$ cat config.mk
export PLATFORM = sky130hd
export DESIGN_NAME = ped_request
export DESIGN_NICKNAME = d
export VERILOG_FILES = /design/src/rtl/ped_request.sv
export SDC_FILE = /design/constraint.sdc
export NUM_CORES = 1
export LEC_CHECK = 0
export CAP_MARGIN = 20
export CELL_PAD_IN_SITES_DETAIL_PLACEMENT = 0
export CELL_PAD_IN_SITES_GLOBAL_PLACEMENT = 1
export CORE_MARGIN = 3
export CORE_UTILIZATION = 43
export DETAILED_ROUTE_END_ITERATION = 6
export GPL_ROUTABILITY_DRIVEN = 0
export PLACE_DENSITY = 0.75
export SLEW_MARGIN = 20
export SYNTH_ARGS = -nofsm -noshare
export SYNTH_HDL_FRONTEND = slang
export SYNTH_SLANG_ARGS = --single-unit
$ cat constraint.sdc
create_clock -name clk_i -period 2.4 [get_ports clk_i]
set_clock_uncertainty 0.1 [all_clocks]
set_input_delay 0.6 -clock clk_i [delete_from_list [all_inputs] [get_ports clk_i]]
set_output_delay 0.6 -clock clk_i [all_outputs]
set_load 0.01 [all_outputs]
$ cat src/rtl/ped_request.sv
// rtl/ped_request.sv - pedestrian push-button synchroniser, debouncer and latched crossing request
// Feeds traffic_light: request held until ack, then a lockout window blocks new presses.
module ped_request #(
  parameter int CLK_FREQ       = 25000000,
  parameter int DEBOUNCE_MS    = 20,
  parameter int LOCKOUT_S      = 10,
  parameter bit BTN_ACTIVE_LOW = 1'b1
) (
  input  logic       clk_i,
  input  logic       rst_i,
  input  logic       btn_i,
  input  logic       ack_i,
  output logic       req_o,
  output logic       wait_led_o,
  output logic       lockout_o,
  output logic [7:0] press_count_o
);

  localparam longint DB_RAW    = (longint'(CLK_FREQ) * longint'(DEBOUNCE_MS)) / 1000;
  localparam longint LO_RAW    = longint'(CLK_FREQ) * longint'(LOCKOUT_S);
  localparam int     DB_CYCLES = (DB_RAW < 1) ? 1 : int'(DB_RAW);
  localparam int     LO_CYCLES = (LO_RAW < 1) ? 1 : int'(LO_RAW);
  localparam int     DB_W      = ($clog2(DB_CYCLES + 1) < 1) ? 1 : $clog2(DB_CYCLES + 1);
  localparam int     LO_W      = ($clog2(LO_CYCLES) < 1) ? 1 : $clog2(LO_CYCLES);
  localparam logic   RELEASED  = BTN_ACTIVE_LOW;

  typedef enum logic [1:0] {
    IDLE    = 2'd0,
    PENDING = 2'd1,
    LOCKOUT = 2'd2
  } state_t;

  state_t            state, state_n;
  logic              sync1, sync2;
  logic              db_state, db_prev;
  logic [DB_W-1:0]   db_cnt;
  logic [LO_W-1:0]   lo_cnt;
  logic [7:0]        press_count;
  logic              press_evt;
  logic              count_en;
  logic              lo_load;

  // Everything on the button side resets to the released level so reset can never look like a press.
  always_ff @(posedge clk_i or posedge rst_i) begin
    if (rst_i) begin
      sync1    <= RELEASED;
      sync2    <= RELEASED;
      db_state <= RELEASED;
      db_prev  <= RELEASED;
      db_cnt   <= '0;
    end else begin
      sync1   <= btn_i;
      sync2   <= sync1;
      db_prev <= db_state;
      if (sync2 == db_state) begin
        db_cnt <= '0;
      end else if (db_cnt == DB_W'(DB_CYCLES - 1)) begin
        db_state <= sync2;
        db_cnt   <= '0;
      end else begin
        db_cnt <= db_cnt + 1'b1;
      end
    end
  end

  assign press_evt = (db_state != RELEASED) && (db_prev == RELEASED);

  always_ff @(posedge clk_i or posedge rst_i) begin
    if (rst_i) begin
      state <= IDLE;
    end else begin
      state <= state_n;
    end
  end

  always_comb begin
    state_n  = state;
    count_en = 1'b0;
    lo_load  = 1'b0;
    case (state)
      IDLE: begin
        if (press_evt) begin
          state_n  = PENDING;
          count_en = 1'b1;
        end
      end
      PENDING: begin
        if (ack_i) begin
          state_n = LOCKOUT;
          lo_load = 1'b1;
        end
      end
      LOCKOUT: begin
        if (lo_cnt == '0) begin
          state_n = IDLE;
        end
      end
      default: state_n = IDLE;
    endcase
  end

  always_ff @(posedge clk_i or posedge rst_i) begin
    if (rst_i) begin
      lo_cnt      <= '0;
      press_count <= '0;
    end else begin
      if (lo_load) begin
        lo_cnt <= LO_W'(LO_CYCLES - 1);
      end else if ((state == LOCKOUT) && (lo_cnt != '0)) begin
        lo_cnt <= lo_cnt - 1'b1;
      end
      if (count_en && (press_count != 8'hff)) begin
        press_count <= press_count + 8'd1;
      end
    end
  end

  assign req_o         = (state == PENDING);
  assign wait_led_o    = req_o;
  assign lockout_o     = (state == LOCKOUT);
  assign press_count_o = press_count;

endmodule

# ---- After elaboration in Yosys (flattened, before gate mapping)
# Index checks and enable logic that the tools add are counted.
dict set report word_totals {
  elab_cells 42
  regBits 61
  out_inout_bits 11
}
dict set report op_classes {
  n_addsub 3
  bitwise 2
  n_reduce_logical 9
  n_eq_ne 8
  muxes 12
}
# operator count
set ops {}
lappend ops {{2-to-1 mux 28 bit} 2}
lappend ops {{2-to-1 mux 19 bit} 2}
lappend ops {{logical NOT 28 bit} 1}
lappend ops {{nonzero test 28 bit} 1}
lappend ops {{subtractor 28 x 1 -> 28 bit, second input constant} 1}
lappend ops {{adder 19 x 1 -> 19 bit, second input constant} 1}
lappend ops {{equality test 19 bit, second input constant} 1}
lappend ops {{adder 8 x 1 -> 8 bit, second input constant} 1}
lappend ops {{inequality test 8 bit, second input constant} 1}
lappend ops {{2-to-1 mux 2 bit} 3}
lappend ops {{one-hot mux 2 bit (3 select lines)} 1}
lappend ops {{2-to-1 mux 1 bit} 4}
lappend ops {{inequality test 2 bit, second input constant} 2}
lappend ops {{logical AND 1 bit} 3}
lappend ops {{AND reduction 3 bit} 1}
lappend ops {{equality test 2 x 1 -> 1 bit, second input constant} 1}
lappend ops {{equality test 2 bit, second input constant} 1}
lappend ops {{logical NOT 2 bit} 1}
lappend ops {{inequality test 2 x 1 -> 1 bit, second input constant} 1}
lappend ops {{inverter 1 bit} 2}
lappend ops {{AND reduction 2 bit} 1}
lappend ops {{nonzero test 2 bit} 1}
lappend ops {{equality test 1 bit} 1}

# ---- Longest topological paths before layout
# Gate-level depths: netlist of the first run.
dict set report logic_depth {
  word_depth 5
  depth_mapped 8
  mapped_depth_nobuf 7
}

# ---- Worst setup path after synthesis of the first run
# No wires, ideal clock.
dict set report synth_timing {
  path_kind {reg2reg}
  startpoint {reg lo_cnt[20]}
  endpoint {reg lo_cnt[6]}
  path_buffers 3
  path_slack_ns -0.144
  arrival_time_ns 2.312
  path_stages_with_launch 9
  setup_ns 0.132
  path_cell_list {dfrtp_1 -> or4_1 -> buf_2 -> or4_4 -> buf_6 -> o21ai_4 -> buf_6 -> nor3_1 -> or3b_1}
}
dict set report synth_between {
  elab_chain_len 3
}
# item line_no
set synth_lines {}
lappend synth_lines {{from (decl)} 37} ;# logic [LO_W-1:0] lo_cnt;
lappend synth_lines {{from (signal assigned)} 108} ;# lo_cnt <= LO_W'(LO_CYCLES - 1);
lappend synth_lines {{from (signal assigned)} 110} ;# lo_cnt <= lo_cnt - 1'b1;
lappend synth_lines {{nonzero test 28 bit} 109} ;# end else if ((state == LOCKOUT) && (lo_cnt != '0)) begin
lappend synth_lines {{logical AND 1 bit} 109}
lappend synth_lines {{nonzero test 2 bit (no line)} -}
# Every way passes these cells.
# A chain may end at the register's enable or synchronous reset.

# ---- Final worst setup path of the first run
dict set report layout_timing {
  startpoint {reg lo_cnt[10]}
  endpoint {reg lo_cnt[24]}
}
dict set report layout_between {
  elab_chain_len 3
  word_cells_on_any_way 6
}
# item line_no
set layout_lines {}
lappend layout_lines {{subtractor 28 x 1 -> 28 bit or nonzero test 28 bit (tied branches)} {110, 109}}
lappend layout_lines {{2-to-1 mux 28 bit or logical AND 1 bit (tied branches)} 109}
lappend layout_lines {{2-to-1 mux 28 bit or nonzero test 2 bit (tied branches)} -}
# Several ways; a longest one is shown, not always the timed one. The select of a mux whose other input is x is not followed.

==> flow_metrics.py, run 1 <==
metrics = {
    "outcome": {
        "outcome": "complete, no violations",
    },
    "min_path": {
        "hold_class": "reg2reg",
        "min_from": "sync1",
    },
    "floorplan": {
        "placementRows": 30,
        "die_x_um": 90.9,
        "start_util": 0.449,
        "core_um2": 6910,
        "io-pin-count": 15,
        "die_y_um": 90.9,
        "dieArea_um2": 8260,
    },
    "pwr": {
        "seqPwrFrac": 0.518,
        "ir_drop_mv": 0.320,
        "sw_frac_of_total": 0.212,
        "power.leakage_nw": 1.55,
        "power_mw": 2.01,
        "power.density_nw_per_um2": 514,
        "p_sw_mw": 0.427,
        "p_clk_frac": 0.460,
        "pwr-share-comb": 0.022,
        "p_int_mw": 1.58,
    },
    "clock_network": {
        "h-tree-depth": 3,
        "cts_tree": "yes",
        "path_clk_slew_ps": 70,
        "holdBufCountCts": 0,
        "cts.sinks": 61,
        "clockRootBuffer": "clkbuf_8",
        "insertion_delay_ps": 330,
        "numCtsBuffers": 9,
        "clk_path_buf_depth": 2,
    },
    "setup_path": {
        "critical_path.startpoint": "lo_cnt[10]",
        "critPathMaxFanout": 7,
        "criticalPathCategory": "reg2reg",
        "rrSetupSlack_ps": 10,
        "endpoint": "lo_cnt[24]",
        "reg2reg_to": "lo_cnt[24]",
        "worstRegToRegCells": 4,
        "r2r-start": "lo_cnt[10]",
        "worst-endpoint-required_ps": 2550,
        "cp-end-kind": "flip-flop",
        "start_kind": "flip-flop",
        "crit_arrival_ps": 2540,
    },
    "logic_synthesis": {
        "synth_cell_types": 48,
        "yosysWarnings": 0,
        "ys_top_cells_by_area": "dfrtp_1 (46%), nor2_1 (4.7%), xor2_1 (4.0%), xnor2_1 (3.7%), dfstp_2 (3.4%)",
        "yosysSeqAreaShare": 0.494,
        "ys.flop_type": "dfrtp_1",
        "syn-mean-instance-area_um2": 10.1,
        "yosys.area.top_type": "dfrtp_1",
        "synth-seq-cells": 61,
        "synth_top_area_frac": 0.460,
        "syn-instance-count": 306,
        "synth_fp_nets": 314,
        "syn-cell-area_um2": 3100,
        "synth_edf_count": 0,
        "synth_async_sr_flop_share": 1.00,
    },
    "grt": {
        "grt_pass1_vias": 2387,
        "antenna_found_initial": 0,
        "grt_usage": 0.171,
        "overflow": 0,
        "grt_max_degree": 62,
        "grt_pass1_wl_um": 11300,
    },
    "run": {
        "maxCapViolations": 0,
    },
    "drt": {
        "drt_iter0_drc": 107,
        "wl_per_cell_um": 14.1,
        "ant_nets": 0,
        "first_pass_iters": 4,
        "via_per_inst": 5.36,
        "vias": 2480,
        "drc": 0,
        "totalWireLength_um": 6550,
    },
    "cells_and_area": {
        "syn_to_final_growth_pct": 26.1,
        "layout-drive-gt1-share": 0.234,
        "n_antenna_cell": 0,
        "fin_nets": 370,
    },
    "place": {
        "port_buffers": 14,
        "dpl.hpwl_um": 4570,
        "pre_cts_ws_ps": -8.08,
    },
    "timing": {
        "setup_slack_ps": 13.4,
        "worst_pin_slew_ps": 645,
        "hold_slack_ps": 256,
        "maxSlewViolCount": 0,
        "finalHoldViolCount": 0,
        "setup_viol": 0,
        "rsz0062_at_grt": "true",
        "timing.slew.headroom": 0.570,
        "fmax_ghz": 0.419,
        "fin_tns_setup_ps": 0,
        "finalCriticalPeriod_ps": 2390,
        "period_share": 0.994,
    },
}
[power by group through the flow]
stage	logic, mW	registers [mW]	clock network [mW]
5_1_grt	0.0529	1.04	1.00
2_1_floorplan	0.0273	1.06	0
3_3_place_gp	0.0459	1.06	0
4_1_cts	0.0463	1.04	0.961
6_report	0.0439	1.04	0.925
3_5_place_dp	0.0462	1.06	0
[synthesized netlist by cell type (5+ instances only)]
master	n
and3_1	5
clkbuf_1	6
dfrtp_1	57
inv_1	6
mux2i_1	5
nand2_1	19
nand3_1	19
nand4_1	8
nor2_1	39
nor3_1	7
nor4_1	9
o211ai_1	6
o21ai_0	7
o31ai_1	7
or3_1	7
or4_1	11
xnor2_1	13
xor2_1	14
[worst max-delay path, cell delays in order, from the launching register on]
cell	delay, ps
dfrtp_1	380
or4_4	540
or4_4	630
or4_1	540
a21oi_1	130
[through the flow]
stage,area (µm²),utilization,cells
after floorplan,3120,-,306
after global placement,3620,0.525,445
after detailed placement,3620,0.525,445
after CTS,3830,0.555,461
after global routing,3910,0.566,463
final,3910,0.566,463
[flip-flops by register name (all words and copies together), names as in the netlist]
name and cells:
sync1 1, db_state 1, state 2, lo_cnt 28
db_prev 1, db_cnt 19, sync2 1, press_count_o 8
[layer usage]
| layer | share of wire | track usage |
|---|---|---|
| met3 | 0.033 | 0.0567 |
| met2 | 0.47 | 0.264 |
| met4 | 0.010 | 0.0465 |
| met1 | 0.48 | 0.231 |
| met5 | 0 | 0 |
[worst min-delay path by stage]
stage,slack (ps),to,cells past startpoint
finish,260,sync2,0
CTS,260,sync2,0
global route,260,sync2,0
detailed placement,250,sync2,0
global placement,250,sync2,0
floorplan,250,sync2,0
[cells by family after synthesis]
family	after synthesis	synth area share
simple gates	147	0.257
buf+inv	18	0.0311
xor+xnor	27	0.0763
compound gates	42	0.102
fa+ha+maj	4	0.0161
flops	61	0.494
mux	7	0.0234
[timing repair]
item                       4_1_cts  5_1_grt
gates cloned                     0        0
setup endpoints to repair        6       21
pin swaps                        0        5
setup buffers                    0        2
resized for setup                3       14
[cell usage in the layout (no fill, tap or decap), types with 2 or more instances in the layout]
| master | instances |
|---|---|
| dfrtp_1 | 57 |
| nor2_1 | 39 |
| buf_4 | 39 |
| nand2_1 | 19 |
| nand3_1 | 19 |
| xor2_1 | 14 |
| xnor2_1 | 13 |
| clkdlybuf4s50_1 | 12 |
| clkbuf_8 | 11 |
| or4_1 | 10 |
| nor4_1 | 8 |
| nand4_1 | 8 |
| o31ai_1 | 7 |
| o21ai_0 | 7 |
| nor3_1 | 7 |
| o211ai_1 | 6 |
| or3_1 | 6 |
| mux2i_1 | 5 |
| inv_1 | 5 |
| and3_1 | 5 |
| ha_1 | 4 |
| dfstp_2 | 4 |
| or4_4 | 3 |
| nor4b_1 | 3 |
| and2_1 | 3 |
| and4_1 | 3 |
| a31oi_1 | 3 |
| a211oi_2 | 3 |
| buf_6 | 3 |
| nand4b_1 | 2 |
| nor2b_2 | 2 |
| a21oi_1 | 2 |
| o2111ai_2 | 2 |
| mux2_2 | 2 |
| o41ai_1 | 2 |
| clkinv_2 | 2 |
| dlymetal6s2s_1 | 2 |
[layout make-up]
type                       instances  area, µm²
clock inverter                     4       47.5
inverter                           6       22.5
timing repair buffer              57        492
clock buffer                      12        155
sequential                        61       1530
fill                             642       3000
tap                               96        120
multi-input combinational        227       1540
(Power assumes the default switching activity.)
==> run 2, diff against run 1 <==
--- a/config.mk
+++ b/config.mk
@@ -12,7 +12,7 @@
 export CORE_UTILIZATION = 43
 export DETAILED_ROUTE_END_ITERATION = 6
 export GPL_ROUTABILITY_DRIVEN = 0
-export PLACE_DENSITY = 0.75
+export PLACE_DENSITY = 0.85
 export SLEW_MARGIN = 20
 export SYNTH_ARGS = -nofsm -noshare
 export SYNTH_HDL_FRONTEND = slang
==> flow_metrics.py, run 2 (synthesis results as in run 1) <==
metrics = {
    "setup_path": {
        "critPathMaxFanout": 8,
        "worst-endpoint-required_ps": 2570,
        "worst_path_max_delay_cell": "or4_4",
        "crit_arrival_ps": 2560,
        "worstPathCellList": "or4_4 -> or4_4 -> buf_4 -> o2111ai_1 -> mux2i_1",
        "cp-end-kind": "flip-flop",
        "worstRegToRegCells": 5,
        "cp_slowest_stage_delay_ps": 630,
        "critical_path.startpoint": "lo_cnt[11]",
        "cpMostUsedCell": "or4_4",
        "r2r-start": "lo_cnt[11]",
        "criticalPathCategory": "reg2reg",
        "start_kind": "flip-flop",
    },
    "clock_network": {
        "h-tree-depth": 3,
        "holdBufCountCts": 0,
        "cts_tree": "yes",
        "cts.sinks": 61,
        "path_clk_slew_ps": 80,
        "insertion_delay_ps": 350,
        "clk_path_buf_depth": 2,
        "numCtsBuffers": 9,
        "clockRootBuffer": "clkbuf_8",
    },
    "drt": {
        "drc": 0,
        "totalWireLength_um": 6580,
        "vias": 2493,
        "via_per_inst": 5.38,
        "drt_iter0_drc": 79,
        "wl_per_cell_um": 14.2,
        "first_pass_iters": 4,
        "ant_nets": 0,
    },
    "grt": {
        "grt_pass1_wl_um": 11400,
        "met1_usage": 0.213,
        "grt.met3_usage": 0.0442,
        "use_met2": 0.285,
        "antenna_found_initial": 0,
        "grt_max_degree": 28,
        "grt_usage": 0.171,
        "busiest_layer": "met2",
        "overflow": 0,
        "grt_pass1_vias": 2511,
    },
    "floorplan": {
        "dieArea_um2": 8260,
        "io-pin-count": 15,
        "die_y_um": 90.9,
        "core_um2": 6910,
        "start_util": 0.449,
        "die_x_um": 90.9,
        "placementRows": 30,
    },
    "timing": {
        "rsz0062_at_grt": "true",
        "setup_viol": 0,
        "worst_pin_slew_ps": 654,
        "fmax_ghz": 0.419,
        "finalCriticalPeriod_ps": 2390,
        "fin_tns_setup_ps": 0,
        "period_share": 0.994,
        "setup_slack_ps": 13.4,
        "finalHoldViolCount": 0,
        "timing.slew.headroom": 0.561,
        "hold_slack_ps": 257,
        "maxSlewViolCount": 0,
    },
    "cells_and_area": {
        "stdcell_area_um2": 3900,
        "final_common_cell": "dfrtp_1",
        "layout_common_cells": "dfrtp_1 (57), buf_4 (41), nor2_1 (39), nand2_1 (19), nand3_1 (17)",
        "regMostFlops": "lo_cnt",
        "post-route-util": 0.565,
        "n_antenna_cell": 0,
        "layout-drive-gt1-share": 0.256,
        "syn_to_final_growth_pct": 25.8,
        "fin_nets": 370,
        "final_cells": 463,
        "largest_register_ffs": 28,
        "n_fill_cell": 638,
    },
    "pwr": {
        "power.leakage_nw": 1.52,
        "power.density_nw_per_um2": 493,
        "power_mw": 1.92,
        "ir_drop_mv": 0.375,
    },
    "min_path": {
        "hold_class": "reg2reg",
        "min_from": "sync1",
        "whs_path_depth": 0,
    },
    "place": {
        "dpl.hpwl_um": 4600,
        "pre_cts_ws_ps": -34.6,
        "port_buffers": 14,
        "placed_area_um2": 3610,
        "post-place-cells": 443,
    },
    "outcome": {
        "outcome": "complete, no violations",
    },
    "run": {
        "maxCapViolations": 0,
    },
}
run 2: power breakdown:
group          leakage, nW  switching (mW)  internal [mW]
logic                0.709          0.0311         0.0145
clock network       0.0824           0.456          0.384
registers            0.726         0.00466           1.03
run 2: layout make-up:
cell class                 instances  area (µm²)  area share
clock buffer                       9         124      0.0318
clock inverter                     7        57.6      0.0148
inverter                           6        22.5     0.00577
multi-input combinational        227        1570       0.401
sequential                        61        1530       0.393
tap                               96         120      0.0308
timing repair buffer              57         479       0.123
run 2: worst paths after layout:
check	slack (ps)	to
max in group asynchronous	1140	lo_cnt[2]
worst max register to register	10	lo_cnt[27]
worst min register to register	260	sync2
worst min-delay path	260	sync2
worst max-delay path	10	lo_cnt[27]
min in group asynchronous	480	lo_cnt[12]
run 2: what timing repair did:
action,4_1_cts,5_1_grt
pin swaps,2,3
buffers inserted,2,2
gates cloned,0,0
resized for setup,2,18
setup endpoints to repair,8,19
run 2: per-layer routing:
metal  routed length (µm)  vias up
li1                     -     1232
met1                 3060     1222
met2                 3200       30
met3                  209        9
met4                  107        0
met5                    0        -
run 2: worst max-delay path: cells and delay by family, from the launching register on:
family | cells | cell delay [ps]
AND/OR/NAND/NOR | 2 | 1170
multiplexers | 1 | 210
AO/OA/AOI/OAI | 1 | 260
flip-flops | 1 | 380
buffers and inverters | 1 | 180
